===== src/rtl/ocp_lite_defs.sv =====
// Shared OCP-lite encodings for the 8-bit link fabric: command, response,
// fixed read-only addresses and the generic slave handshake state.
package ocp_lite_defs;

    localparam logic [2:0] MCMD_IDLE = 3'b000;
    localparam logic [2:0] MCMD_WR   = 3'b001;
    localparam logic [2:0] MCMD_RD   = 3'b010;

    localparam logic [1:0] SRESP_NULL = 2'b00;
    localparam logic [1:0] SRESP_DVA  = 2'b01;
    localparam logic [1:0] SRESP_FAIL = 2'b10;
    localparam logic [1:0] SRESP_ERR  = 2'b11;

    localparam logic [7:0] ADDR_ID     = 8'hFE;
    localparam logic [7:0] ADDR_STATUS = 8'hFF;

    typedef enum logic {
        ST_IDLE = 1'b0,
        ST_RESP = 1'b1
    } slave_state_e;

endpackage


===== src/rtl/ocp_slave_fsm.sv =====
// Reusable OCP-lite slave handshake: accept one command in IDLE, then hold a
// response in RESP until the master takes it with MRespAccept.
module ocp_slave_fsm (
    input  logic clk,
    input  logic rst_n,
    input  logic cmd_valid_i,
    input  logic resp_accept_i,
    output logic cmd_accept_o,
    output logic accept_fire_o,
    output logic release_fire_o,
    output logic state_o
);
    import ocp_lite_defs::*;

    slave_state_e state_q;
    slave_state_e state_d;

    always_ff @(posedge clk or negedge rst_n) begin
        if (!rst_n) begin
            state_q <= ST_IDLE;
        end else begin
            state_q <= state_d;
        end
    end

    always_comb begin
        state_d = state_q;
        case (state_q)
            ST_IDLE: if (cmd_valid_i)   state_d = ST_RESP;
            ST_RESP: if (resp_accept_i) state_d = ST_IDLE;
            default: state_d = ST_IDLE;
        endcase
    end

    // Accept depends on state alone, so there is no path from MCmd to SCmdAccept.
    always_comb begin
        cmd_accept_o   = (state_q == ST_IDLE);
        accept_fire_o  = (state_q == ST_IDLE) && cmd_valid_i;
        release_fire_o = (state_q == ST_RESP) && resp_accept_i;
        state_o        = (state_q == ST_RESP);
    end

endmodule


===== src/rtl/ocp_reg_slave.sv =====
// OCP-lite register slave: NUM_REGS RW registers, ID at 0xFE, live status at 0xFF.
// Define OCP_REG_SLAVE_ERR_EN to answer error cases with ERR instead of DVA.
module ocp_reg_slave #(
    parameter int unsigned NUM_REGS  = 8,
    parameter logic [7:0]  RESET_VAL = 8'h00,
    parameter logic [7:0]  ID_VALUE  = 8'hA5
) (
    input  logic                    clk,
    input  logic                    rst_n,
    input  logic [2:0]              MCmd,
    input  logic [7:0]              MAddr,
    input  logic [7:0]              MData,
    output logic                    SCmdAccept,
    output logic [7:0]              SData,
    output logic [1:0]              SResp,
    input  logic                    MRespAccept,
    output logic [8*NUM_REGS-1:0]   reg_q,
    output logic [NUM_REGS-1:0]     wr_pulse,
    input  logic [7:0]              status_in,
    output logic                    busy
);
    import ocp_lite_defs::*;

    logic                  accept_fire;
    logic                  release_fire;
    logic                  state_resp;

    logic [8*NUM_REGS-1:0] regs_q, regs_d;
    logic [NUM_REGS-1:0]   wr_pulse_q, wr_pulse_d;
    logic [1:0]            sresp_q, sresp_d;
    logic [7:0]            sdata_q, sdata_d;

    logic                  is_wr, is_rd, in_rw, is_id, is_st;
    logic                  wr_ok, rd_ok;
    logic [7:0]            rd_data;
    logic [1:0]            resp_code;

    ocp_slave_fsm u_fsm (
        .clk            (clk),
        .rst_n          (rst_n),
        .cmd_valid_i    (MCmd != MCMD_IDLE),
        .resp_accept_i  (MRespAccept),
        .cmd_accept_o   (SCmdAccept),
        .accept_fire_o  (accept_fire),
        .release_fire_o (release_fire),
        .state_o        (state_resp)
    );

    always_comb begin
        is_wr = (MCmd == MCMD_WR);
        is_rd = (MCmd == MCMD_RD);
        in_rw = (32'(MAddr) < NUM_REGS);
        is_id = (MAddr == ADDR_ID);
        is_st = (MAddr == ADDR_STATUS);
        wr_ok = is_wr && in_rw;
        rd_ok = is_rd && (in_rw || is_id || is_st);
    end

    always_comb begin
        rd_data = 8'h00;
        if (rd_ok) begin
            if (is_id) begin
                rd_data = ID_VALUE;
            end else if (is_st) begin
                rd_data = status_in;
            end else begin
                for (int n = 0; n < int'(NUM_REGS); n++) begin
                    if (MAddr == 8'(n)) rd_data = regs_q[8*n +: 8];
                end
            end
        end
    end

`ifdef OCP_REG_SLAVE_ERR_EN
    always_comb resp_code = (wr_ok || rd_ok) ? SRESP_DVA : SRESP_ERR;
`else
    always_comb resp_code = SRESP_DVA;
`endif

    // Response registers load on the accept edge and clear on the release edge.
    always_comb begin
        regs_d     = regs_q;
        wr_pulse_d = '0;
        sresp_d    = sresp_q;
        sdata_d    = sdata_q;
        if (accept_fire) begin
            sresp_d = resp_code;
            sdata_d = rd_data;
            for (int n = 0; n < int'(NUM_REGS); n++) begin
                if (wr_ok && (MAddr == 8'(n))) begin
                    regs_d[8*n +: 8] = MData;
                    wr_pulse_d[n]    = 1'b1;
                end
            end
        end else if (release_fire) begin
            sresp_d = SRESP_NULL;
            sdata_d = 8'h00;
        end
    end

    always_ff @(posedge clk or negedge rst_n) begin
        if (!rst_n) begin
            regs_q     <= {NUM_REGS{RESET_VAL}};
            wr_pulse_q <= '0;
            sresp_q    <= SRESP_NULL;
            sdata_q    <= 8'h00;
        end else begin
            regs_q     <= regs_d;
            wr_pulse_q <= wr_pulse_d;
            sresp_q    <= sresp_d;
            sdata_q    <= sdata_d;
        end
    end

    assign reg_q    = regs_q;
    assign wr_pulse = wr_pulse_q;
    assign SResp    = sresp_q;
    assign SData    = sdata_q;
    assign busy     = state_resp;

endmodule


===== config.mk =====
export PLATFORM = sky130hd
export DESIGN_NAME = ocp_reg_slave
export DESIGN_NICKNAME = d
export VERILOG_FILES = /design/src/rtl/ocp_lite_defs.sv /design/src/rtl/ocp_slave_fsm.sv /design/src/rtl/ocp_reg_slave.sv
export SDC_FILE = /design/constraint.sdc
export NUM_CORES = 1
export LEC_CHECK = 0
export CAP_MARGIN = 30
export CORE_MARGIN = 5
export CORE_UTILIZATION = 47
export DETAILED_ROUTE_END_ITERATION = 10
export HOLD_SLACK_MARGIN = 0.06
export PLACE_DENSITY = 0.8
export RECOVER_POWER = 50
export SLEW_MARGIN = 5
export SYNTH_ARGS = -nofsm -noshare
export SYNTH_HDL_FRONTEND = slang
export SYNTH_HIERARCHICAL = 1
export SYNTH_SLANG_ARGS = --single-unit

===== constraint.sdc =====
create_clock -name clk -period 2.75 [get_ports clk]
set_input_delay 0.4125 -clock clk [delete_from_list [all_inputs] [get_ports clk]]
set_output_delay 0.4125 -clock clk [all_outputs]
set_load 0.005 [all_outputs]

# Yosys cells after proc, flatten, opt, wreduce, memory -nomap -nowiden
# Index checks and enable logic that the tools add are counted.
word_totals:
  elab_cells: 77
  latchBits: 0
  reg_bits: 83
  rom_bits: 0
  mem_bits_rw: 0
  out_inout_bits: 84
  memories: 0
op_classes:
  shifts: 0
  addsub: 0
  n_mux: 27
  reduce_logical: 25
  eq_ne: 11
  magnitude_cmp: 1
  n_div: 0
  bitwise: 1
  multipliers: 0
ops:
  columns: ["op", "count"]
  rows:
  - ["$mux W8", 14]
  - ["$eq A8 B3 Y1 const B", 4]
  - ["$eq A8 B2 Y1 const B", 2]
  - ["$eq A8 B8 Y1 const B", 2]
  - ["$reduce_and A2 Y1", 8]
  - ["$logic_and A1 B1 Y1", 12]
  - ["$mux W1", 10]
  - ["$eq A8 B1 Y1 const B", 1]
  - ["$logic_not A8 Y1", 1]
  - ["$lt A8 B4 Y1 const B", 1]
  - ["$mux W2", 2]
  - ["$eq A3 B1 Y1 const B", 1]
  - ["$eq A3 B2 Y1 const B", 1]
  - ["$reduce_bool A3 Y1", 1]
  - ["$logic_or A1 B1 Y1", 2]
  - ["$pmux W1 S2", 1]
  - ["$reduce_bool A2 Y1", 1]
  - ["$not A1 Y1", 1]

# Depth between registers and ports, before layout
# Gate-level depths: netlist (run 1).
logic_depth:
  word_depth: 13
  depth_mapped: 8
  depth_no_buf: 7

# Hierarchy
# The synthesis (run 1) kept the hierarchy.
modules_own_cells:
  columns: ["module", "area_per_inst_um2", "seq_area_each_um2", "n_inst", "cells_each"]
  rows:
  - ["ocp_reg_slave", 3831.2, 2026.9, 1, 295]
  - ["ocp_slave_fsm", 51.3, 25.0, 1, 5]

# Worst setup path after synthesis (run 1)
# Ideal clock, no wire load.
synth_path:
  path_type: "in2reg"
  from: "in MCmd[0]"
  to: "reg regs_q[16], in the netlist reg_q[16]"
  path_buffers: 0
  t_required_ns: 2.625
  slack_ns: 0.711
  t_arrival_ns: 1.914
  cell_stages: 7
  setup_time_ns: 0.125
  path_cell_list: "or3_1 -> nor2b_2 -> and4bb_4 -> nand3_4 -> nor2_1 -> nand2_1 -> mux2_2"
synth_rtl:
  columns: ["item", "line", "text"]
  rows:
  - ["start: declaration", "ocp_reg_slave.sv:10", "input logic [2:0] MCmd,"]
  - ["$reduce_bool A3 Y1", "ocp_reg_slave.sv:41", ".cmd_valid_i (MCmd != MCMD_IDLE),"]
  - ["$logic_and A1 B1 Y1", "ocp_slave_fsm.sv:38", "accept_fire_o = (state_q == ST_IDLE) && cmd_valid_i;"]
  - ["named net accept_fire", "ocp_reg_slave.sv:24", "logic accept_fire;"]
  - ["$reduce_and A2 Y1 (no source line)", null, null]
  - ["end signal: assignment", "ocp_reg_slave.sv:103", "regs_q <= {NUM_REGS{RESET_VAL}};"]
  - ["end signal: assignment", "ocp_reg_slave.sv:108", "regs_q <= regs_d;"]
  - ["end: declaration", "ocp_reg_slave.sv:28", "logic [8*NUM_REGS-1:0] regs_q, regs_d;"]
# The timed path passes the listed nets, and every way through them passes these cells.
# A chain may end at the register's enable or synchronous reset.

# Worst setup path after layout (run 1)
layout_path:
  from: "in MCmd[0]"
  to: "reg regs_q[26], in the netlist reg_q[26]"
# Same word-level chain as after synthesis.

==> flow_metrics.tcl, run 1 <==
set metrics [dict create \
    cts.htree.levels 3 \
    start_kind "input port" \
    synth_cell_types 52 \
    clock_path_buffers 2 \
    cp_max_fo 9 \
    netlist_area_um2 3882 \
    grt_pass1_wl_mm 16.48 \
    vias 3016 \
    cp_slowest_stage_delay_ns 0.58 \
    crit_arrival_ns 2.72 \
    drc_errors 0 \
    die_h_um 100.9 \
    layout-drive-gt1-share_pct 25.58 \
    routed_via_density 5.637 \
    synth_top_area_share_pct 52.85 \
    async_flop_share_pct 100.0 \
    syn2layout_area_growth_pct 39.03 \
    clk_pin_slew_ns 0.08 \
    utilization_pct 66.36 \
    yosysMostFrequentCell "dfrtp_1" \
    die_w_um 100.9 \
    tritoncts "done" \
    multiInputGateArea_um2 1725 \
    die_area_um2 10180 \
    fin_crit_sh_pct 90.41 \
    worst_pin_slew_ns 1.668 \
    synth_area_leaders "dfrtp_1 (53%), mux2_2 (19%), mux2i_1 (2.6%)" \
    cts-hold-fix-buffers 1 \
    clock_skew_ns 0.008832 \
    synth_edf_count 0 \
    dpl.hpwl_mm 7.850 \
    grt_max_degree 55 \
    core_area_um2 8134 \
    syn_nets 330 \
    setup_viol 0 \
    clkSinkCount 82 \
    grt_overflow 0 \
    cts_root_buffer "clkbuf_8" \
    ys_warn_count 6 \
    ys_seq_area_share_pct 52.85 \
    post_cts_resized 0 \
    ios 114 \
    antenna_found_initial 0 \
    ir_drop_mv 0.2718 \
    hold_slack_ns 0.4846 \
    n_antenna_cell 0 \
    wl_per_cell_um 19.63 \
    post-route-min-period_ns 2.486 \
    port_buffers 112 \
    power.leakage_nw 2.541 \
    postRouteWirelength_mm 10.50 \
    fin_nets 455 \
    fillers 605 \
    cap_violations 1 \
    hp-class "reg -> reg" \
    postPlaceCellArea_um2 5189 \
    synth_top_area_cell "dfrtp_1" \
    ant_nets 0 \
    hold_violations 0 \
    grt_use_total_pct 21.18 \
    drt_iter0_markers 173 \
    drt-pass1-iter-count 4 \
    seq_area_um2 2052 \
    postCtsSetupBuffers 0 \
    num_rows 33 \
    fin_tns_setup_ns 0 \
    power.density_nw_per_um2 451.1 \
    rsz0062_at_grt "false" \
    synth_seq_cells 82 \
    synth_common_cells "dfrtp_1 (82), mux2_2 (66), nand2_1 (16)" \
    cts_buffers 9 \
    gp_congestion 0.8484 \
    slew_headroom_pct -11.21 \
    status "complete, but fails checks" \
    grt_pass1_vias 3026 \
    fin_cells 535 \
    synthFlopType "dfrtp_1" \
    clock.fmax_mhz 402.2 \
    clk_latency_ns 0.35 \
    initial_core_util_pct 47.73 \
    failed_checks "max-capacitance violations, max-slew violations" \
    end_kind "register" \
    finalMaxSlewViolations 29 \
    avgSynthCellArea_um2 12.94 \
    placed_cells 518 \
    path_cells "dlygate4sd3_1 > or3_1 > nor2b_1 > and4bb_4 > nand3_4 > nor2_1 > and2_1 > mux2_2" \
    path_class "in -> reg" \
    critPathSlowestCell "dlygate4sd3_1" \
    syn-instance-count 300 \
    final_area_um2 5398 \
    cp.required_ns 2.99 \
]
==> placed cells by master, fill, tap and decap left out, types with 4 or more instances in the layout <==
| cell | count |
|---|---|
| a21oi_1 | 8 |
| a22oi_1 | 4 |
| and2_1 | 4 |
| buf_4 | 13 |
| clkbuf_8 | 11 |
| clkdlybuf4s50_1 | 72 |
| dfrtp_1 | 82 |
| dlygate4sd3_1 | 40 |
| inv_1 | 8 |
| mux2_2 | 66 |
| mux2i_1 | 10 |
| mux4_2 | 4 |
| nand2_1 | 16 |
| nand3_1 | 4 |
| nand4_1 | 4 |
| nor2b_1 | 5 |
| o211ai_1 | 4 |
| o21ai_0 | 15 |
| o2bb2ai_1 | 4 |
==> cells by family after synthesis <==
logic type / synth area share [%]
mux: 24.04
compound gates: 10.06
buf+inv: 2.642
other cells: 0.09659
flops: 52.85
simple gates: 10.31
==> power breakdown <==
| group | internal, mW | switching, mW |
|---|---|---|
| logic | 0.146 | 0.149 |
| clock network | 0.474 | 0.425 |
| registers | 1.23 | 0.0155 |
| total | 1.85 | 0.590 |
==> registers in the layout, indices dropped and copies added (netlist names) <==
signal         flops
SData              8
SResp              1
reg_q             64
u_fsm/state_o      1
wr_pulse           8
==> metrics by stage <==
| stage | total power [mW] | setup WS (ns) |
|---|---|---|
| 3_3_place_gp | 1.555 | 0.1162 |
| 5_1_grt | 2.533 | 0.1294 |
| 4_1_cts | 2.462 | 0.3958 |
| 6_report | 2.435 | 0.2637 |
| 3_5_place_dp | 1.567 | 0.004018 |
| 2_1_floorplan | 1.375 | 0.7113 |
==> final timing paths <==
kind / start / slack, ns / end / depth (start not counted)
worst min register to register: SResp[0] / 0.48 / SResp[0] / 1
max in group asynchronous: rst_n / 0.75 / reg_q[35] / 2
min in group asynchronous: rst_n / 1.02 / reg_q[55] / 2
worst max-delay path: MCmd[0] / 0.26 / reg_q[26] / 8
worst min-delay path: SResp[0] / 0.48 / SResp[0] / 1
worst max register to register: u_fsm/state_o / 0.63 / reg_q[26] / 6
==> layer usage <==
metal / up-vias / GRT usage, % / share of wire, %
met5: - / 0 / 0
met4: 0 / 8.290 / 1.5
met3: 10 / 4.637 / 6.5
met2: 107 / 33.32 / 48
met1: 1534 / 28.58 / 43
li1: 1365 / - / -
==> layout make-up <==
| type | instances | share of cell area [%] |
|---|---|---|
| sequential | 82 | 38.02 |
| multi-input combinational | 196 | 31.97 |
| timing repair buffer | 127 | 23.16 |
| clock buffer | 13 | 2.944 |
| tap | 105 | 2.434 |
| clock inverter | 3 | 0.8577 |
| inverter | 9 | 0.6259 |
==> worst max-delay path, delay by kind of cell <==
family | cells | cell delay, ns
buffers and inverters | 1 | 0.58
AND/OR/NAND/NOR | 6 | 1.32
multiplexers | 1 | 0.39
Note: power is estimated with default switching activity, not from simulation.
==> run 2: changes to the inputs <==
--- a/config.mk
+++ b/config.mk
@@ -8,6 +8,7 @@
 export CAP_MARGIN = 30
 export CORE_MARGIN = 5
 export CORE_UTILIZATION = 47
+export CTS_CLUSTER_SIZE = 10
 export DETAILED_ROUTE_END_ITERATION = 10
 export HOLD_SLACK_MARGIN = 0.06
 export PLACE_DENSITY = 0.8
==> results of run 2 <==
No change in the layout: final DEF, timing and power equal those of run 1.
==> run 3: changes to the inputs <==
--- a/config.mk
+++ b/config.mk
@@ -13,7 +13,7 @@
 export HOLD_SLACK_MARGIN = 0.06
 export PLACE_DENSITY = 0.8
 export RECOVER_POWER = 50
-export SLEW_MARGIN = 5
+export SLEW_MARGIN = 15
 export SYNTH_ARGS = -nofsm -noshare
 export SYNTH_HDL_FRONTEND = slang
 export SYNTH_HIERARCHICAL = 1
==> results of run 3 <==
No change in the layout: final DEF, timing and power equal those of run 1.
==> patch, RTL diff (config.mk and constraints of run 2) <==
The option `OCP_REG_SLAVE_ERR_EN` is turned on by a define.
--- a/src/rtl/ocp_reg_slave.sv
+++ b/src/rtl/ocp_reg_slave.sv
@@ -1,4 +1,6 @@
 // OCP-lite register slave: NUM_REGS RW registers, ID at 0xFE, live status at 0xFF.
 // Define OCP_REG_SLAVE_ERR_EN to answer error cases with ERR instead of DVA.
+`define OCP_REG_SLAVE_ERR_EN
+
 module ocp_reg_slave #(
     parameter int unsigned NUM_REGS  = 8,
Check against the original RTL: not equivalent (Yosys sat finds a counterexample within 4 cycles, from zero or initial values and one cycle with rst_n low).
==> patch against run 2 <==
  * Critical path depth down 1
  * Wire length rose by 2.5%
  * Power is 2.4% lower
  * Worst hold slack better by 0.0033 ns
  * Final area up 1.8%
  * Worst setup slack better by 0.11 ns
  * Sequential cell count is 1 higher
  * Core utilization increased by 0.16 points
  * Synthesized area rose by 3.3%
  * Critical endpoint is now reg_q[63]
  * Largest cell class unchanged
==> patch: results (changes against run 2) <==
[run_status]
status=finished clean

[worst_setup_path]
path_max_fanout=8  ; -1
endpoint_kind=flop
crit_end=reg_q[63]
critPathMaxStageDelay_ns=0.61  ; +0.03 ns
critPathArrivalTime_ns=2.60  ; -0.12 ns
r2r_slack_ns=0.86  ; +0.23 ns
r2r_end=SData[5]
crit_start=MCmd[0]
r2r_start=u_fsm/state_o

[power_and_ir_drop]
ir_drop_mv=0.264  ; -2.9%
sw_frac_of_total=0.257  ; +0.0144
p_leak_nw=2.56  ; +0.77%

[yosys]
synthTopCellsByArea=dfrtp_1, mux2_2, mux4_2, mux2_4, mux2i_1
seq_area_frac_synth=0.518  ; -0.0104
ys_top_cells_by_count=dfrtp_1, mux2_2, nor2_1, a21oi_1
ys_async_sr_fraction=1.00  ; unchanged
syn_avg_cell_area_um2=13.1  ; +0.90%
ys_types=48  ; -7.7%
synthesis.nets=337  ; +2.1%
synthFlopType=dfrtp_1

[timing]
relSlewSlack=0.270  ; +0.382
clock_skew_ns=0.00856  ; -0.000277 ns
setup_ws_ns=0.375  ; +0.111 ns

[cells_and_area]
num_antenna_cells=0  ; unchanged
area.growth.synth_to_final_pct=37.0
fillers=627  ; +3.6%
nNetsFinal=463  ; +1.8%
layoutNonFillerInstCount=541  ; +1.1%
drive_above_1_share=0.266  ; +0.0102

[min_path]
min_path_type=flop to flop

[placed_design]
place_area_um2=5320  ; +2.6%
dp_cells=526  ; +1.5%
place_ws_ns=0.139  ; +0.135 ns
port_buffers=113  ; +0.89%
place_congestion=0.831  ; -2.0%
hpwl_mm=7.97  ; +1.5%

[route]
m1WireLength_mm=4.63  ; +1.5%
drt_iter0_markers=125  ; -28%
wl_met2_mm=5.15  ; +1.1%
routed_wl_mm=10.8  ; +2.5%
routed_via_density=5.56  ; -1.4%
wl_met3_um=869  ; +27%

[global_route]
grt_pass1_wl_mm=17.1  ; +3.7%
grt_max_degree=67  ; +22%
gr-usage-met3=0.0587  ; +0.0123
grtUsageMet1=0.289  ; +0.00354
grt_pass1_vias=3140  ; +3.8%
grt_util_met2=0.349  ; +0.0157
grt_use_total=0.217  ; +0.00485

[clocking]
clkTransAtPathRegs_ns=0.08  ; about the same

[patch: cell types whose count changed in the layout (fill, tap and decap cells not counted), moves of 4 or more]
cell	change
mux2_2	-8
mux4_2	+4
nor2_1	+13
o21ai_0	-6
a21oi_1	+4
o221ai_1	+4
nor2b_1	-4
mux2_4	+8
nor3_1	+7
o2bb2ai_1	-4
nand2_1	-7
a22oi_1	-4
[patch: repair_timing]
| item | CTS | global route |
|---|---|---|
| endpoints found under the hold margin | 17 | 0 |
| hold buffers | 1 | 0 |
| setup buffers | 0 | 0 |
| resized for setup | 0 | 0 |
[patch: area by class of cell]
class                           instances  share of cell area
Sequential cell                        83               0.378
Multi-Input combinational cell        200               0.331
Timing Repair Buffer                  130               0.231
Clock buffer                           12              0.0282
Tap cell                              105              0.0239
Inverter                                9             0.00615
Clock inverter                          2             0.00228
[patch: cell families (layout without fill, tap and decap cells)]
kind of cell           Yosys count  in the layout  synth area share
AO/OA/AOI/OAI                   54             54            0.0911
flip-flops                      83             83             0.518
AND/OR/NAND/NOR                 64             64             0.104
buffers and inverters           24            153            0.0287
multiplexers                    82             82             0.258
[patch: worst min path at each step]
stage                   from        end  slack [ns]  cells after the start
floorplan              rst_n   SData[0]        0.12                      0
global placement    SResp[0]   SResp[0]        0.46                      1
detailed placement     rst_n   reg_q[9]        0.31                      1
CTS                    rst_n  reg_q[12]        0.47                      2
global route        SResp[0]   SResp[0]        0.53                      1
finish              SData[5]   SData[5]        0.49                      2
[patch: power by group through the flow]
stage	Combinational, mW	Sequential (mW)	Clock (mW)
after floorplan	0.134	1.30	0
after global placement	0.321	1.29	0
after detailed placement	0.333	1.30	0
after CTS	0.336	1.27	0.799
after global routing	0.351	1.27	0.834
final	0.319	1.27	0.788
